**src/rtl/score_history_pkg.sv**
```systemverilog
// Shared definitions for the score_history block: game-state encodings,
// default sizing and the update FSM state type.
package score_history_pkg;

  localparam logic [1:0] ST_IDLE = 2'd0;
  localparam logic [1:0] ST_SEL  = 2'd1;
  localparam logic [1:0] ST_RUN  = 2'd2;
  localparam logic [1:0] ST_RES  = 2'd3;

  localparam int W_DEF     = 10;
  localparam int DEPTH_DEF = 8;

  typedef enum logic [1:0] {
    S_IDLE = 2'd0,
    S_UPD  = 2'd1,
    S_DIV  = 2'd2,
    S_DONE = 2'd3
  } fsm_t;

endpackage

```
**src/rtl/score_history_seq_divider.sv**
```systemverilog
// Restoring divider, one quotient bit per cycle. The first bit is resolved in
// the start cycle itself, so the quotient is complete NW edges after start.
module seq_divider
  import score_history_pkg::*;
#(
  parameter int NW = 13,
  parameter int DW = 4
) (
  input  logic          clk,
  input  logic          rst,
  input  logic          abort,
  input  logic          start,
  input  logic [NW-1:0] num,
  input  logic [DW-1:0] den,
  output logic          done,
  output logic [NW-1:0] quotient
);

  localparam int            CW   = $clog2(NW + 1);
  localparam logic [CW-1:0] LAST = CW'(NW - 1);

  logic [NW-1:0] work_q;
  logic [NW-1:0] src_work;
  logic [DW-1:0] rem_q;
  logic [DW-1:0] src_rem;
  logic [DW-1:0] den_q;
  logic [DW-1:0] src_den;
  logic [DW-1:0] rem_d;
  logic [DW:0]   trial;
  logic          fits;
  logic [CW-1:0] step_q;
  logic          run_q;

  // NOTE: every signal gets a value before any branch, so no latch is inferred.
  always_comb begin
    src_work = start ? num : work_q;
    src_rem  = start ? '0 : rem_q;
    src_den  = start ? den : den_q;
    trial    = {src_rem, src_work[NW-1]};
    fits     = (trial >= {1'b0, src_den});
    // The remainder after a successful subtract is below den, so DW bits suffice.
    rem_d    = fits ? (trial[DW-1:0] - src_den) : trial[DW-1:0];
  end

  // NOTE: sequential state uses non-blocking assignments only, so every
  // register samples pre-edge values regardless of statement order.
  always_ff @(posedge clk) begin
    if (!rst || abort) begin
      work_q <= '0;
      rem_q  <= '0;
      den_q  <= '0;
      step_q <= '0;
      run_q  <= 1'b0;
      done   <= 1'b0;
    end else begin
      done <= 1'b0;
      if (start || run_q) begin
        work_q <= {src_work[NW-2:0], fits};
        rem_q  <= rem_d;
      end
      if (start) begin
        den_q  <= den;
        step_q <= CW'(1);
        run_q  <= 1'b1;
      end else if (run_q) begin
        step_q <= step_q + CW'(1);
        if (step_q == LAST) begin
          run_q <= 1'b0;
          done  <= 1'b1;
        end
      end
    end
  end

  assign quotient = work_q;

endmodule

```
**src/rtl/score_history.sv**
```systemverilog
// Per-mode run statistics: all-time best and windowed floor average of wpm and
// acc, refreshed by a multi-cycle update whenever a run finishes.
module score_history
  import score_history_pkg::*;
#(
  parameter int DEPTH = DEPTH_DEF,
  parameter int W     = W_DEF,
  parameter int AW    = 3
) (
  input  logic          clk,
  input  logic          rst,
  input  logic          mode,
  input  logic [1:0]    state,
  input  logic [W-1:0]  wpm,
  input  logic [W-1:0]  acc,
  input  logic          clear,
  output logic [W-1:0]  wpm_best,
  output logic [W-1:0]  wpm_average,
  output logic [W-1:0]  acc_best,
  output logic [W-1:0]  acc_average,
  output logic [AW:0]   run_count,
  output logic          busy,
  output logic          dropped
);

  localparam int        SW   = W + AW;
  localparam logic [AW:0] FULL = (AW + 1)'(DEPTH);

  logic [1:0]   state_q;
  fsm_t         fsm_q;
  fsm_t         fsm_d;

  logic         commit;
  logic         commit_take;
  logic         commit_to_slot;
  logic         slot_take;

  logic         cur_mode;
  logic [W-1:0] cur_wpm;
  logic [W-1:0] cur_acc;
  logic         slot_valid_q;
  logic         slot_mode;
  logic [W-1:0] slot_wpm;
  logic [W-1:0] slot_acc;

  logic [W-1:0]  wpm_buf   [2][DEPTH];
  logic [W-1:0]  acc_buf   [2][DEPTH];
  logic [SW-1:0] wpm_sum_q [2];
  logic [SW-1:0] acc_sum_q [2];
  logic [AW:0]   cnt_q     [2];
  logic [AW-1:0] wptr_q    [2];
  logic [W-1:0]  wpm_max_q [2];
  logic [W-1:0]  acc_max_q [2];
  logic [W-1:0]  wpm_avg_q [2];
  logic [W-1:0]  acc_avg_q [2];

  logic          evict;
  logic [SW-1:0] wpm_sum_d;
  logic [SW-1:0] acc_sum_d;
  logic [AW:0]   cnt_d;

  logic          div_start;
  logic          wpm_done;
  logic          acc_done;
  logic [SW-1:0] wpm_quot;
  logic [SW-1:0] acc_quot;

  // Only the 2->3 edge of the game state commits; a held result does not.
  assign commit         = (state_q == ST_RUN) && (state == ST_RES) && !clear;
  assign slot_take      = slot_valid_q && ((fsm_q == S_IDLE) || (fsm_q == S_DONE));
  assign commit_take    = commit && (fsm_q == S_IDLE) && !slot_valid_q;
  assign commit_to_slot = commit && !commit_take;
  assign busy           = (fsm_q != S_IDLE);
  assign div_start      = (fsm_q == S_UPD);

  always_ff @(posedge clk) begin
    if (!rst) state_q <= ST_IDLE;
    else      state_q <= state;
  end

  always_ff @(posedge clk) begin
    if (!rst || clear) fsm_q <= S_IDLE;
    else               fsm_q <= fsm_d;
  end

  always_comb begin
    fsm_d = fsm_q;
    case (fsm_q)
      S_IDLE: if (slot_valid_q || commit) fsm_d = S_UPD;
      S_UPD:  fsm_d = S_DIV;
      S_DIV:  if (wpm_done && acc_done) fsm_d = S_DONE;
      S_DONE: fsm_d = slot_valid_q ? S_UPD : S_IDLE;
      default: fsm_d = S_IDLE;
    endcase
  end

  // Current run register and the 1-deep holding slot for commits during busy.
  always_ff @(posedge clk) begin
    if (!rst || clear) begin
      cur_mode     <= 1'b0;
      cur_wpm      <= '0;
      cur_acc      <= '0;
      slot_valid_q <= 1'b0;
      slot_mode    <= 1'b0;
      slot_wpm     <= '0;
      slot_acc     <= '0;
      dropped      <= 1'b0;
    end else begin
      if (slot_take) begin
        cur_mode <= slot_mode;
        cur_wpm  <= slot_wpm;
        cur_acc  <= slot_acc;
      end else if (commit_take) begin
        cur_mode <= mode;
        cur_wpm  <= wpm;
        cur_acc  <= acc;
      end
      if (commit_to_slot) begin
        if (!slot_valid_q || slot_take) begin
          slot_valid_q <= 1'b1;
          slot_mode    <= mode;
          slot_wpm     <= wpm;
          slot_acc     <= acc;
        end else begin
          dropped <= 1'b1;
        end
      end else if (slot_take) begin
        slot_valid_q <= 1'b0;
      end
    end
  end

  // Next sums and count for the bank being updated; also the divider operands.
  always_comb begin
    evict     = (cnt_q[cur_mode] == FULL);
    wpm_sum_d = wpm_sum_q[cur_mode] + SW'(cur_wpm);
    acc_sum_d = acc_sum_q[cur_mode] + SW'(cur_acc);
    cnt_d     = cnt_q[cur_mode] + (AW + 1)'(1);
    if (evict) begin
      wpm_sum_d = wpm_sum_d - SW'(wpm_buf[cur_mode][wptr_q[cur_mode]]);
      acc_sum_d = acc_sum_d - SW'(acc_buf[cur_mode][wptr_q[cur_mode]]);
      cnt_d     = cnt_q[cur_mode];
    end
  end

  // NOTE: the history buffers take the synchronous reset like every other
  // register, so a wiped bank never averages stale entries.
  always_ff @(posedge clk) begin
    if (!rst || clear) begin
      for (int m = 0; m < 2; m++) begin
        for (int i = 0; i < DEPTH; i++) begin
          wpm_buf[m][i] <= '0;
          acc_buf[m][i] <= '0;
        end
        wpm_sum_q[m] <= '0;
        acc_sum_q[m] <= '0;
        cnt_q[m]     <= '0;
        wptr_q[m]    <= '0;
        wpm_max_q[m] <= '0;
        acc_max_q[m] <= '0;
        wpm_avg_q[m] <= '0;
        acc_avg_q[m] <= '0;
      end
    end else begin
      if (fsm_q == S_UPD) begin
        wpm_buf[cur_mode][wptr_q[cur_mode]] <= cur_wpm;
        acc_buf[cur_mode][wptr_q[cur_mode]] <= cur_acc;
        wpm_sum_q[cur_mode] <= wpm_sum_d;
        acc_sum_q[cur_mode] <= acc_sum_d;
        cnt_q[cur_mode]     <= cnt_d;
        wptr_q[cur_mode]    <= wptr_q[cur_mode] + AW'(1);
        if (cur_wpm > wpm_max_q[cur_mode]) wpm_max_q[cur_mode] <= cur_wpm;
        if (cur_acc > acc_max_q[cur_mode]) acc_max_q[cur_mode] <= cur_acc;
      end
      if (fsm_q == S_DONE) begin
        // Sum never exceeds cnt * max value, so the upper quotient bits stay 0.
        wpm_avg_q[cur_mode] <= (|wpm_quot[SW-1:W]) ? {W{1'b1}} : wpm_quot[W-1:0];
        acc_avg_q[cur_mode] <= (|acc_quot[SW-1:W]) ? {W{1'b1}} : acc_quot[W-1:0];
      end
    end
  end

  seq_divider #(.NW(SW), .DW(AW + 1)) u_wpm_div (
    .clk      (clk),
    .rst      (rst),
    .abort    (clear),
    .start    (div_start),
    .num      (wpm_sum_d),
    .den      (cnt_d),
    .done     (wpm_done),
    .quotient (wpm_quot)
  );

  seq_divider #(.NW(SW), .DW(AW + 1)) u_acc_div (
    .clk      (clk),
    .rst      (rst),
    .abort    (clear),
    .start    (div_start),
    .num      (acc_sum_d),
    .den      (cnt_d),
    .done     (acc_done),
    .quotient (acc_quot)
  );

  // Registered view of the selected bank; an empty bank reads as all zero.
  always_ff @(posedge clk) begin
    if (!rst || clear || (cnt_q[mode] == '0)) begin
      wpm_best    <= '0;
      wpm_average <= '0;
      acc_best    <= '0;
      acc_average <= '0;
      run_count   <= '0;
    end else begin
      wpm_best    <= wpm_max_q[mode];
      wpm_average <= wpm_avg_q[mode];
      acc_best    <= acc_max_q[mode];
      acc_average <= acc_avg_q[mode];
      run_count   <= cnt_q[mode];
    end
  end

endmodule
```
**config.mk**
```make
export PLATFORM = sky130hd
export DESIGN_NAME = score_history
export DESIGN_NICKNAME = d
export VERILOG_FILES = /design/src/rtl/score_history_pkg.sv /design/src/rtl/score_history_seq_divider.sv /design/src/rtl/score_history.sv
export SDC_FILE = /design/constraint.sdc
export NUM_CORES = 1
export LEC_CHECK = 0
export ABC_AREA = 1
export CAP_MARGIN = 30
export CORE_ASPECT_RATIO = 1.2
export CORE_UTILIZATION = 62
export DETAILED_ROUTE_END_ITERATION = 8
export MAX_ROUTING_LAYER = met4
export PLACE_DENSITY = 0.8
export SLEW_MARGIN = 20
export SYNTH_ARGS = -nofsm -noshare
export SYNTH_HDL_FRONTEND = slang
export SYNTH_SLANG_ARGS = --single-unit
export TNS_END_PERCENT = 1
```
**constraint.sdc**
```tcl
create_clock -name clk -period 6.19 [get_ports clk]
set_clock_uncertainty 0.1 [all_clocks]
set_input_delay 0.9285 -clock clk [delete_from_list [all_inputs] [get_ports clk]]
set_output_delay 0.9285 -clock clk [all_outputs]
set_load 0.01 [all_outputs]
```
## Word level (Yosys, flattened, before mapping)

Memory sizes are Yosys's and may differ from the RTL's. A register that Yosys moved wholly into a read port is not among the register bits.
Index checks and enable logic that the tools add are counted.

| storage, ports and cells | value |
|---|---|
| memories | 10 |
| output and inout port bits | 46 |
| flip-flop bits (word level) | 106 |
| input port bits | 26 |
| word-level logic and storage cells | 220 |
| memory bits (writable) | 466 |

| operators by class | value |
|---|---|
| reduce and logical (&&, ||, !) cells | 45 |
| multiplexer cells | 109 |
| equality and inequality tests | 11 |
| bitwise operators | 4 |
| add/subtract/negate cells | 10 |
| $lt $le $gt $ge | 6 |

Memory list:

| name | depth | width | read ports | clocked after Yosys merged registers in | write ports | line | RTL |
|---|---|---|---|---|---|---|---|
| acc_buf | 2 | 80 | 1 | 1 | 2 | score_history.sv:47 | `logic [W-1:0] acc_buf [2][DEPTH];` |
| wpm_buf | 2 | 80 | 1 | 1 | 2 | score_history.sv:46 | `logic [W-1:0] wpm_buf [2][DEPTH];` |
| acc_sum_q | 2 | 13 | 1 | 1 | 2 | score_history.sv:49 | `logic [SW-1:0] acc_sum_q [2];` |
| wpm_sum_q | 2 | 13 | 1 | 1 | 2 | score_history.sv:48 | `logic [SW-1:0] wpm_sum_q [2];` |
| acc_avg_q | 2 | 10 | 1 | 1 | 2 | score_history.sv:55 | `logic [W-1:0] acc_avg_q [2];` |
| acc_max_q | 2 | 10 | 2 | 2 | 2 | score_history.sv:53 | `logic [W-1:0] acc_max_q [2];` |
| +4 memories | -- | -- | -- | -- | -- | -- |  |

Operator list:

| kind | number |
|---|---|
| 2-to-1 mux 80 bit | 5 |
| OR reduction 80 bit | 2 |
| 2-to-1 mux 10 bit | 15 |
| 2-to-1 mux 13 bit | 6 |
| 2-to-1 mux 1 bit | 68 |
| binary-select mux 10 bit (select 3 bit) | 2 |
| OR reduction 10 bit | 4 |
| 2-to-1 mux 4 bit | 8 |
| demux 10 bit (select 3 bit) | 1 |
| adder 13 x 10 -> 13 bit | 2 |
| OR reduction 13 bit | 2 |
| subtractor 13 x 10 -> 13 bit | 2 |
| > comparator 10 bit | 2 |
| OR reduction 3 bit | 5 |
| adder 4 x 1 -> 4 bit, second input constant | 3 |
| == test 4 bit, second input constant | 3 |
| greater-or-equal comparator 5 x 4 -> 1 bit | 2 |
| nonzero test 2 bit | 5 |
| == test 2 bit, second input constant | 4 |
| logical AND 1 bit | 8 |
| one-hot mux 2 bit (4 select lines) | 1 |
| AND reduction 2 bit | 4 |
| subtractor 4 bit | 2 |
| logical OR 1 bit | 7 |
| other kinds (15) | 22 |

## Depth between registers and ports, before layout

| logic depth | value |
|---|---|
| depth in word-level cells | 9 |
| gate-level depth with buffers | 36 |
| depth with buffers taken out | 31 |

## Cells and area by module

From an unflattened synthesis, not the netlist that was laid out.

| unflattened totals | value |
|---|---|
| cell total of the unflattened synthesis | 3037 |
| area total of the unflattened synthesis | 28537.4 um2 |

By module, submodules not included:

| module | cells an instance | seq. area each (um2) | area an instance (um2) | times used |
|---|---|---|---|---|
| score_history | 2643 | 15855.2 | 25757.2 | 1 |
| seq_divider | 197 | 540.5 | 1390.1 | 2 |

## Worst setup path after synthesis

OpenSTA, ideal clock, no wires.

| timing | value |
|---|---|
| kind | register to register |
| start point | reg with a tool-made name |
| end point | reg u_wpm_div.rem_q[0] |
| slack | 1298 ps |
| clock period less this slack | 4892 ps |
| arrival time | 4721 ps |
| path buffers | 6 |
| stages on the path, launching flop included | 33 |
| path through | dfxtp_1 > buf_4 > buf_2 > buf_2 > buf_2 > buf_2 > clkbuf_1 > nand2_1 > nand2_1 > ha_1 > a21oi_1 > nand2_1 > a31o_2 > xnor2_1 > inv_1 > ha_1 > nand4_1 > o21ai_0 > a21oi_2 > nand3_1 > nand2_1 > nand2_1 > nand2_1 > nand2_1 > ha_1 > nor2_1 > a211oi_1 > nor2_1 > nor2_1 > inv_1 > nor2_1 > nand3_1 > a21oi_1 |

RTL lines:

| what | line | RTL |
|---|---|---|
| to (signal assigned) | score_history_seq_divider.sv:59 | `rem_q <= rem_d;` |
| to (decl) | score_history_seq_divider.sv:24 | `logic [DW-1:0] rem_q;` |

==> impl_metrics.env <==
export IMPL_wire_per_inst_um=21.7
export IMPL_netlist_area_sq_um=28200
export IMPL_min_from="slot_wpm[3]"
export IMPL_seq_area_sq_um=16900
export IMPL_synth_area_leaders="edfxtp_1 (50%), dfxtp_1 (10%), nand2_1 (8.7%), nor2_1 (6.2%), a21oi_1 (4.3%)"
export IMPL_cp_slowest_cell="dfxtp_4"
export IMPL_antenna_found_initial=0
export IMPL_ant_nets=0
export IMPL_nets=3103
export IMPL_first_iter_violations=2308
export IMPL_wl_um=79200
export IMPL_critPathMaxFanout=30
export IMPL_end_kind="flip-flop"
export IMPL_viasPerCell=6.00
export IMPL_gr_usage_all_layers_pct=35.6
export IMPL_routed_via_count=21900
export IMPL_synth_cell_types=49
export IMPL_synth_seq_cells=613
export IMPL_clk_latency_ns=0.63
export IMPL_fillerInstances=3308
export IMPL_required_ns=6.64
export IMPL_io_pins=72
export IMPL_hp_class="reg2reg"
export IMPL_cts_hold_buf=0
export IMPL_root_buffer="clkbuf_16"
export IMPL_multiInputGateArea_sq_um=9670
export IMPL_row_count=85
export IMPL_reg2regPathDepth=32
export IMPL_powerDensity_nw_per_um2=284
export IMPL_cts_buffers=58
export IMPL_r2r_slack_ns=0.58
export IMPL_cpPeakStageDelay_ns=0.40
export IMPL_start_kind="flip-flop"
export IMPL_finalHoldViolations=0
export IMPL_critPathArrivalTime_ns=6.06
export IMPL_drcViolationCount=0
export IMPL_fin_tns_setup_ns=0
export IMPL_die_w_um=197
export IMPL_final_common_cell="nand2_1"
export IMPL_ys_seq_area_share_pct=60.1
export IMPL_cts_htree_levels=2
export IMPL_max_freq_mhz=178
export IMPL_rsz0062_at_grt="no"
export IMPL_holdWs_ns=0.357
export IMPL_holdPathStages=2
export IMPL_path_class="reg2reg"
export IMPL_grt_max_degree=124
export IMPL_grt_pass1_wl_um=121000
export IMPL_dp_hpwl_um=53500
export IMPL_ctsResizeCount=0
export IMPL_worstReg2RegEnd="u_wpm_div.rem_q[0]"
export IMPL_gp_congestion=0.958
export IMPL_synthCells=2939
export IMPL_run_status="finished, final reports clean"
export IMPL_yosysWarnings=0
export IMPL_syn_nets=3050
export IMPL_ir_worst_vdd_mv=0.260
export IMPL_die_y_um=235
export IMPL_min_period_over_period_pct=90.6
export IMPL_diodes=0
export IMPL_worst_slew_pin_slew_ns=1.09
export IMPL_path_common_cell="nand3_1"
export IMPL_synthArstFlopShare_pct=0
export IMPL_setup_viol=0
export IMPL_area_growth_pct=12.2
export IMPL_grt_pass1_vias=21500
export IMPL_dieArea_sq_um=46300
export IMPL_coreArea_sq_um=44900
export IMPL_cts_setup_buffers=0
export IMPL_drive_above_1_share_pct=7.14
export IMPL_finalCriticalPeriod_ns=5.61
export IMPL_overflow=0
export IMPL_cap_viol_max_count=0
export IMPL_cts_clk_slew_worst_paths_ns=0.06
export IMPL_drv_slew=0
export IMPL_worst_hold_path_endpoint="slot_wpm[3]"
export IMPL_cts_tree="yes"
export IMPL_clkSinkCount=613
export IMPL_final_cell_mix="nand2_1 (650), nor2_1 (467), edfxtp_1 (466)"
export IMPL_synthFlopType="edfxtp_1"
export IMPL_relSlewSlack_pct=26.5
export IMPL_initial_core_util_pct=62.7
export IMPL_avgSynthCellArea_sq_um=9.58
export IMPL_yosysTopAreaCell="edfxtp_1"
export IMPL_cts_buffer_depth=3
export IMPL_p_leak_nw=12.1
export IMPL_synth_top_area_share_pct=49.7
export IMPL_port_buffer_count=71
export IMPL_synth_edff_count=466
export IMPL_first_pass_iters=9
==> worst max path at each step <==
stage	slack (ns)	to	depth (start not counted)
6_report	0.58	u_wpm_div.rem_q[0]	32
5_1_grt	0.05	u_wpm_div.rem_q[0]	31
3_3_place_gp	0.87	u_wpm_div.rem_q[0]	27
3_5_place_dp	0.68	u_wpm_div.rem_q[0]	27
4_1_cts	0.61	u_wpm_div.rem_q[0]	27
2_1_floorplan	1.30	u_wpm_div.rem_q[0]	32
==> metal layers <==
metal	vias to the layer above	wire length, um	GRT usage (%)
li1	10000	-	-
met1	10300	28600	41.6
met2	1291	38300	58.1
met3	312	7340	6.07
met4	0	4940	20.3
met5	-	0	-
==> worst max-delay path, delay by kind of cell, from the launching register on <==
family          cells  cell delay (ns)
flops               1             0.40
fa+ha+maj           3             0.64
simple gates       15             2.02
buf+inv             7             1.08
compound gates      7             1.29
==> through the flow <==
stage | area (sq um) | utilization (%) | setup slack [ns] | cells | power [mW]
final | 31600 | 70.4 | 0.581 | 3649 | 8.99
after global routing | 31600 | 70.4 | 0.0474 | 3649 | 9.21
after CTS | 31600 | 70.4 | 0.611 | 3648 | 8.97
after detailed placement | 29600 | 66.0 | 0.679 | 3540 | 5.33
after global placement | 29500 | 65.8 | 0.868 | 3537 | 5.31
after floorplan | 28200 | - | 1.30 | 2939 | 5.09
==> state kept, by name (all words and copies together), names as in the netlist, 13 cells and up, named ones only <==
register,cells
acc_max_q,20
acc_sum_q,26
wpm_sum_q,26
wpm_buf,160
u_wpm_div.quotient,13
wpm_avg_q,20
wpm_max_q,20
acc_avg_q,20
acc_buf,160
u_acc_div.quotient,13
==> power breakdown <==
| part | internal [mW] | switching, mW |
|---|---|---|
| combinational | 0.202 | 0.457 |
| sequential | 4.55 | 0.0493 |
| clock | 2.15 | 1.57 |
| total | 6.91 | 2.08 |
==> synthesized netlist by cell type (all sizes together), types with 10 or more instances <==
master	number
nand2	651
nor2	474
edfxtp	466
inv	254
a21oi	243
o21ai	156
dfxtp	147
clkbuf	87
ha	79
buf	57
nand3	53
a211oi	50
o22ai	38
mux2i	31
nor3	22
nand4	20
xor2	18
o21a	13
xnor2	11
or2	10
==> area by class of cell <==
class                           count  share of cell area (%)
Multi-Input combinational cell   1923                    30.6
Timing Repair Buffer              137                    4.09
Sequential cell                   613                    53.6
Clock inverter                     36                    1.29
Tap cell                          609                    2.41
Clock buffer                       72                    4.92
Inverter                          259                    3.09
==> logic make-up (layout without fill, tap and decap cells) <==
logic type | count (synthesis) | count (layout) | synth area share, %
and+or+nand+nor | 1241 | 1241 | 17.5
muxes | 31 | 31 | 1.10
buffers and inverters | 403 | 504 | 5.71
DFF | 613 | 613 | 60.1
adders and majority gates | 85 | 85 | 3.94
AOI/OAI and AO/OA | 537 | 537 | 10.7
xor gates and xnor gates | 29 | 29 | 0.902
(Power assumes the default switching activity.)
